## src/rtl/mac_vec_accum_if.sv

```systemverilog
// Operand/result bus of the vector MAC engine; master = producer/consumer side, slave = engine.
`timescale 1ns/1ps
interface mac_vec_accum_if #(
    parameter int DATA_W = 8,
    parameter int LANES  = 4,
    parameter int ACC_W  = 20,
    parameter int CNT_W  = 8
);
    // Both channels: a transfer happens on a rising edge where valid and ready are both 1;
    // the sender keeps valid and payload stable until then, ready never depends on the payload.
    logic                      in_valid;
    logic                      in_ready;
    logic                      in_last;
    logic [LANES*DATA_W-1:0]   ain;
    logic [LANES*DATA_W-1:0]   bin;
    logic                      out_valid;
    logic                      out_ready;
    logic [ACC_W-1:0]          sum;
    logic [CNT_W-1:0]          beats;
    logic                      ovf;

    modport master (
        output in_valid, in_last, ain, bin, out_ready,
        input  in_ready, out_valid, sum, beats, ovf
    );

    modport slave (
        input  in_valid, in_last, ain, bin, out_ready,
        output in_ready, out_valid, sum, beats, ovf
    );
endinterface

```

## src/rtl/mac_vec_accum.sv

```systemverilog
// Multi-lane unsigned dot-product engine: products -> adder tree/accumulator -> result register.
// Optional saturation of the accumulator is compiled in with `define MAC_SAT_EN.
`timescale 1ns/1ps
module mac_vec_accum #(
    parameter int DATA_W = 8,
    parameter int LANES  = 4,
    parameter int ACC_W  = 20,
    parameter int CNT_W  = 8
) (
    input  logic               i_clk,
    input  logic               i_rst_n,
    input  logic               i_clr,
    mac_vec_accum_if.slave     bus,
    output logic [1:0]         o_state
);
    localparam int PROD_W = 2 * DATA_W;
    localparam int TREE_W = 2 * DATA_W + $clog2(LANES);

    typedef enum logic [1:0] {S_IDLE, S_ACCUM, S_DRAIN, S_HOLD} state_t;

    state_t              r_state;
    state_t              w_next;
    logic                r_active;
    logic                w_accept;
    logic [PROD_W-1:0]   r_prod [LANES];
    logic                r_s1_v;
    logic                r_s1_last;
    logic                r_s1_first;
    logic [TREE_W-1:0]   w_tree;
    logic [ACC_W-1:0]    r_acc;
    logic [ACC_W-1:0]    w_acc_next;
    logic [CNT_W-1:0]    r_cnt;
    logic [CNT_W-1:0]    w_cnt_next;
    logic                r_s2_v;
    logic                r_s2_last;
    logic [ACC_W-1:0]    r_sum;
    logic [CNT_W-1:0]    r_beats;
    logic                r_out_valid;

    // in_ready stays low while reset is held and until the first edge after release.
    assign bus.in_ready  = r_active && (r_state == S_IDLE || r_state == S_ACCUM);
    assign w_accept      = bus.in_valid && bus.in_ready;
    assign bus.out_valid = r_out_valid;
    assign bus.sum       = r_sum;
    assign bus.beats     = r_beats;
    assign o_state       = r_state;

    always_ff @(posedge i_clk or negedge i_rst_n) begin
        if (!i_rst_n) r_active <= 1'b0;
        else          r_active <= 1'b1;
    end

    always_ff @(posedge i_clk or negedge i_rst_n) begin
        if (!i_rst_n)   r_state <= S_IDLE;
        else if (i_clr) r_state <= S_IDLE;
        else            r_state <= w_next;
    end

    always_comb begin
        w_next = r_state;
        case (r_state)
            S_IDLE:  if (w_accept) w_next = bus.in_last ? S_DRAIN : S_ACCUM;
            S_ACCUM: if (w_accept && bus.in_last) w_next = S_DRAIN;
            S_DRAIN: if (r_s2_v && r_s2_last) w_next = S_HOLD;
            S_HOLD:  if (r_out_valid && bus.out_ready) w_next = S_IDLE;
            default: w_next = S_IDLE;
        endcase
    end

    always_comb begin
        w_tree = '0;
        for (int i = 0; i < LANES; i++) w_tree = w_tree + TREE_W'(r_prod[i]);
    end

`ifdef MAC_SAT_EN
    logic               r_ovf_acc;
    logic               w_ovf_next;
    logic               r_ovf;
    logic [ACC_W:0]     w_sum_ext;

    // A carry out pins the accumulator at all-ones; further adds keep carrying or add zero.
    always_comb begin
        w_sum_ext  = {1'b0, r_acc} + (ACC_W + 1)'(w_tree);
        w_acc_next = r_acc;
        w_ovf_next = r_ovf_acc;
        if (r_s1_first) begin
            w_acc_next = ACC_W'(w_tree);
            w_ovf_next = 1'b0;
        end else if (w_sum_ext[ACC_W]) begin
            w_acc_next = '1;
            w_ovf_next = 1'b1;
        end else begin
            w_acc_next = w_sum_ext[ACC_W-1:0];
        end
    end

    always_ff @(posedge i_clk or negedge i_rst_n) begin
        if (!i_rst_n) begin
            r_ovf_acc <= 1'b0;
            r_ovf     <= 1'b0;
        end else if (i_clr) begin
            r_ovf_acc <= 1'b0;
            r_ovf     <= 1'b0;
        end else begin
            if (r_s1_v)               r_ovf_acc <= w_ovf_next;
            if (r_s2_v && r_s2_last)  r_ovf     <= r_ovf_acc;
        end
    end

    assign bus.ovf = r_ovf;
`else
    always_comb begin
        w_acc_next = r_s1_first ? ACC_W'(w_tree) : r_acc + ACC_W'(w_tree);
    end

    assign bus.ovf = 1'b0;
`endif

    always_comb begin
        w_cnt_next = r_cnt;
        if (r_s1_first)        w_cnt_next = CNT_W'(1);
        else if (r_cnt != '1)  w_cnt_next = r_cnt + CNT_W'(1);
    end

    always_ff @(posedge i_clk or negedge i_rst_n) begin
        if (!i_rst_n) begin
            for (int i = 0; i < LANES; i++) r_prod[i] <= '0;
            r_s1_v      <= 1'b0;
            r_s1_last   <= 1'b0;
            r_s1_first  <= 1'b0;
            r_acc       <= '0;
            r_cnt       <= '0;
            r_s2_v      <= 1'b0;
            r_s2_last   <= 1'b0;
            r_sum       <= '0;
            r_beats     <= '0;
            r_out_valid <= 1'b0;
        end else if (i_clr) begin
            for (int i = 0; i < LANES; i++) r_prod[i] <= '0;
            r_s1_v      <= 1'b0;
            r_s1_last   <= 1'b0;
            r_s1_first  <= 1'b0;
            r_acc       <= '0;
            r_cnt       <= '0;
            r_s2_v      <= 1'b0;
            r_s2_last   <= 1'b0;
            r_sum       <= '0;
            r_beats     <= '0;
            r_out_valid <= 1'b0;
        end else begin
            if (w_accept) begin
                for (int i = 0; i < LANES; i++)
                    r_prod[i] <= PROD_W'(bus.ain[i*DATA_W +: DATA_W]) * PROD_W'(bus.bin[i*DATA_W +: DATA_W]);
            end
            r_s1_v     <= w_accept;
            r_s1_last  <= w_accept && bus.in_last;
            r_s1_first <= (r_state == S_IDLE);
            if (r_s1_v) begin
                r_acc <= w_acc_next;
                r_cnt <= w_cnt_next;
            end
            r_s2_v    <= r_s1_v;
            r_s2_last <= r_s1_v && r_s1_last;
            if (r_s2_v && r_s2_last) begin
                r_sum       <= r_acc;
                r_beats     <= r_cnt;
                r_out_valid <= 1'b1;
            end else if (r_out_valid && bus.out_ready) begin
                r_out_valid <= 1'b0;
            end
        end
    end
endmodule

```

## src/flat_wrapper.sv

```systemverilog
// flat-port wrapper written by rule: the top's interface ports become plain ports
module mac_vec_accum_flat 
#(
    parameter int DATA_W = 8,
    parameter int LANES  = 4,
    parameter int ACC_W  = 20,
    parameter int CNT_W  = 8
)
  (i_clk, i_rst_n, i_clr, o_state, bus_in_valid, bus_in_last, bus_ain, bus_bin, bus_out_ready, bus_in_ready, bus_out_valid, bus_sum, bus_beats, bus_ovf);
  mac_vec_accum_if #(.DATA_W(DATA_W), .LANES(LANES), .ACC_W(ACC_W), .CNT_W(CNT_W)) bus_i ();
  input  logic i_clk;
  input  logic i_rst_n;
  input  logic i_clr;
  output logic [1:0] o_state;
  input wire logic [$bits(bus_i.in_valid)-1:0] bus_in_valid;
  input wire logic [$bits(bus_i.in_last)-1:0] bus_in_last;
  input wire logic [$bits(bus_i.ain)-1:0] bus_ain;
  input wire logic [$bits(bus_i.bin)-1:0] bus_bin;
  input wire logic [$bits(bus_i.out_ready)-1:0] bus_out_ready;
  output wire logic [$bits(bus_i.in_ready)-1:0] bus_in_ready;
  output wire logic [$bits(bus_i.out_valid)-1:0] bus_out_valid;
  output wire logic [$bits(bus_i.sum)-1:0] bus_sum;
  output wire logic [$bits(bus_i.beats)-1:0] bus_beats;
  output wire logic [$bits(bus_i.ovf)-1:0] bus_ovf;
  assign bus_i.in_valid = bus_in_valid;
  assign bus_i.in_last = bus_in_last;
  assign bus_i.ain = bus_ain;
  assign bus_i.bin = bus_bin;
  assign bus_i.out_ready = bus_out_ready;
  assign bus_in_ready = bus_i.in_ready;
  assign bus_out_valid = bus_i.out_valid;
  assign bus_sum = bus_i.sum;
  assign bus_beats = bus_i.beats;
  assign bus_ovf = bus_i.ovf;
  mac_vec_accum #(.DATA_W(DATA_W), .LANES(LANES), .ACC_W(ACC_W), .CNT_W(CNT_W)) u_core (.i_clk(i_clk), .i_rst_n(i_rst_n), .i_clr(i_clr), .bus(bus_i), .o_state(o_state));
endmodule
```

## config.mk

```make
export PLATFORM = sky130hd
export DESIGN_NAME = mac_vec_accum_flat
export DESIGN_NICKNAME = d
export VERILOG_FILES = /design/src/rtl/mac_vec_accum_if.sv /design/src/rtl/mac_vec_accum.sv /design/src/flat_wrapper.sv
export SDC_FILE = /design/constraint.sdc
export NUM_CORES = 1
export LEC_CHECK = 0
export CAP_MARGIN = 20
export CORE_MARGIN = 8
export CORE_UTILIZATION = 51
export CTS_BUF_LIST = sky130_fd_sc_hd__clkbuf_2 sky130_fd_sc_hd__clkbuf_4 sky130_fd_sc_hd__clkbuf_8
export DETAILED_ROUTE_END_ITERATION = 6
export HOLD_SLACK_MARGIN = 0.15
export PLACE_DENSITY = 0.73
export SLEW_MARGIN = 20
export SYNTH_ARGS = -nofsm -noshare
export SYNTH_HDL_FRONTEND = slang
export SYNTH_SLANG_ARGS = --single-unit
```

## constraint.sdc

```tcl
create_clock -name i_clk -period 5.65 [get_ports i_clk]
set_clock_uncertainty 0.1 [all_clocks]
set_input_delay 1.13 -clock i_clk [delete_from_list [all_inputs] [get_ports i_clk]]
set_output_delay 1.13 -clock i_clk [all_outputs]
set_load 0.1 [all_outputs]
```

==> impl_metrics.yaml <==
global_route:
  antenna_found_initial: 0
  grt_start_max_net_pins: 89
  overflow: 0
  grt_use_total: 0.198
  grt_pass1_vias: 13400
  grt_pass1_wl_microns: 63300
yosys:
  synthesis.area_sq_um: 16100
  yosys-top-cells-area: "fa_1 (20%), dfrtp_1 (20%), ha_1 (16%), inv_1 (6.6%), nand2_1 (6.4%)"
  async_flop_share: 1.00
  synth-edff-count: 0
  ys_ff_latch: 129
  synth.largest_area_cell: "fa_1"
  syn-num-nets: 2262
  synth.avg_cell_area_sq_um: 8.81
  netlist_instances: 1829
  synthFlopType: "dfrtp_1"
  synth_warnings: 0
  netlist.area_leader.share: 0.203
  synth_cell_types: 73
  synth-seq-area-share: 0.200
finish:
  final_cells: 2414
  num-fill-cells: 2697
  area_growth_pct: 16.2
  final_area_sq_um: 18700
  layout.nets: 2432
  drive_gt1_frac: 0.0870
  multi_input_area_sq_um: 11800
  final_util: 0.598
  diodes: 0
  regArea_sq_um: 3230
pwr:
  ir_drop_mv: 0.228
  power.density_nw_per_um2: 329
  power_leakage_nw: 9.44
  finalPower_mw: 6.17
critical_path:
  r2r_cells: 26
  r2r-end: "u_core.r_acc[17]"
  crit_path_start: "u_core.r_prod[32]"
  end_kind: "register"
  slowest_stage: "fa_1"
  cpPeakStageDelay_ps: 520
  r2r_start: "u_core.r_prod[32]"
  r2r_slack_ps: 110
  cp_max_fo: 3
  critPathRequiredTime_ps: 5900
  worstPathArrival_ps: 5800
  cp-start-kind: "register"
  crit_type: "reg -> reg"
routing:
  antenna_left: 0
  first_pass_iters: 7
  viasPerCell: 5.46
  drtIter0Drc: 733
  avgRoutedWirePerCell_microns: 15.3
  wl_microns: 37000
  vias: 13200
  drc_errors: 0
die:
  die_x_microns: 194
  core_area_sq_um: 31300
  initial_utilization: 0.514
  chipHeight_microns: 194
  die-area_sq_um: 37500
  row_count: 65
  ios: 103
worst_hold_path:
  min_to: "u_core.r_s2_last"
  hp-start: "u_core.r_s1_last"
  hold_depth: 1
  worstHoldPathType: "reg -> reg"
sta:
  slew_headroom: 0.321
  setup_viol: 0
  max_freq_ghz: 0.180
  fin_crit_ps: 5540
  hold_viol_final: 0
  fin_setup_tns_ps: 0
  worstMarginPinSlew_ps: 1010
  period_share: 0.981
  drv_slew: 0
cts:
  clk_pin_slew_ps: 90
  cts-root-buf: "clkbuf_8"
  htree_levels: 4
  clock-sinks: 129
  cts_buffers: 17
  clock_latency_ps: 470
  cts_buffer_depth: 2
  cts_tree: "built"
job:
  cap_violations: 0
place:
  gp_congestion: 0.933
  port_buffers: 101
  post-place-cells: 2378
  place_hpwl_microns: 30200
  dpl_cell_area_sq_um: 18100
run_status:
  status: "finished clean"
## cell usage in the layout, fill, tap and decap left out, types with 17 or more instances in the layout
cell type | synthesis | final
a211oi_1 | 17 | 17
a21o_1 | 28 | 28
a21oi_1 | 103 | 95
a22o_1 | 30 | 30
a31oi_1 | 20 | 20
and2_1 | 132 | 131
buf_4 | 1 | 95
clkbuf_8 | 0 | 18
clkdlybuf4s50_1 | 0 | 99
dfrtp_1 | 129 | 129
fa_1 | 163 | 162
ha_1 | 200 | 196
inv_1 | 282 | 281
nand2_1 | 275 | 274
nand3_1 | 27 | 26
nor2_1 | 59 | 57
nor3_1 | 20 | 20
o21ai_0 | 48 | 44
xnor2_1 | 38 | 38
xor2_1 | 32 | 31
## sequential cells by signal, indices dropped and copies added, names as in the netlist
register	count
u_core.bus.beats	8
u_core.bus.out_valid	1
u_core.bus.sum	20
u_core.o_state	2
u_core.r_acc	20
u_core.r_active	1
u_core.r_cnt	8
u_core.r_prod	64
u_core.r_s1_first	1
u_core.r_s1_last	1
u_core.r_s1_v	1
u_core.r_s2_last	1
u_core.r_s2_v	1
## where the power goes
part | total, mW | switching (mW) | leakage, nW | internal [mW]
registers | 1.15 | 0.118 | 1.78 | 1.04
clock network | 0.911 | 0.412 | 0.221 | 0.500
logic | 4.10 | 2.31 | 7.44 | 1.80
## critical path: cells and delay by family, from the launching register on
kind	cells	cell delay, ps
simple gates	2	550
fa+ha+maj	5	1520
buf+inv	5	560
xor+xnor	2	320
compound gates	11	1850
mux	1	140
flops	1	370
## layer usage
metal,up-vias,GRT usage,wire (microns)
met5,-,0,0
met4,0,0.0584,886
met3,44,0.0259,1150
met2,248,0.345,18100
met1,6495,0.253,16800
li1,6388,-,-
## synth_stat cells (all sizes together), types with 27 or more instances
cell / n
inv: 282
clkbuf: 38
a22o: 30
dfrtp: 129
fa: 163
a21oi: 103
o21ai: 51
ha: 200
and2: 132
a21o: 28
nand2: 276
nand3: 27
xnor2: 38
xor2: 32
nor2: 59
## repair_timing
item,CTS,global route
resized for setup,0,28
buffers inserted,0,4
setup endpoints to repair,0,8
hold buffers,0,0
## through the flow
step                hold slack [ps]  setup slack, ps
floorplan                       328              243
global placement                332            -6.85
detailed placement              335            -77.4
CTS                             357             88.0
global route                    419             -145
finish                          356              106
## cells by family after synthesis
| family | Yosys count | share of synthesized area |
|---|---|---|
| AND/OR/NAND/NOR | 577 | 0.171 |
| adder cells (fa/ha/maj) | 363 | 0.358 |
| AO/OA/AOI/OAI | 347 | 0.148 |
| buffers and inverters | 329 | 0.0772 |
| flip-flops | 129 | 0.200 |
| XOR/XNOR | 70 | 0.0381 |
| multiplexers | 12 | 0.00769 |
| other | 2 | 0.000466 |
## area by class of cell
class / instances / area share
Multi-Input combinational cell: 1371 / 0.628
Timing Repair Buffer: 197 / 0.0925
Tap cell: 402 / 0.0269
Sequential cell: 129 / 0.172
Clock buffer: 18 / 0.0132
Inverter: 283 / 0.0567
Clock inverter: 14 / 0.0108
## worst max path at each step
stage / endpoint / slack (ps) / cells past startpoint
floorplan: u_core.r_acc[17] / 240 / 26
global route: u_core.r_acc[17] / -140 / 26
CTS: u_core.r_acc[17] / 90 / 26
detailed placement: u_core.r_prod[63] / -80 / 14
global placement: u_core.r_prod[63] / -7 / 14
finish: u_core.r_acc[17] / 110 / 26
Note: power is estimated with default switching activity, not from simulation.
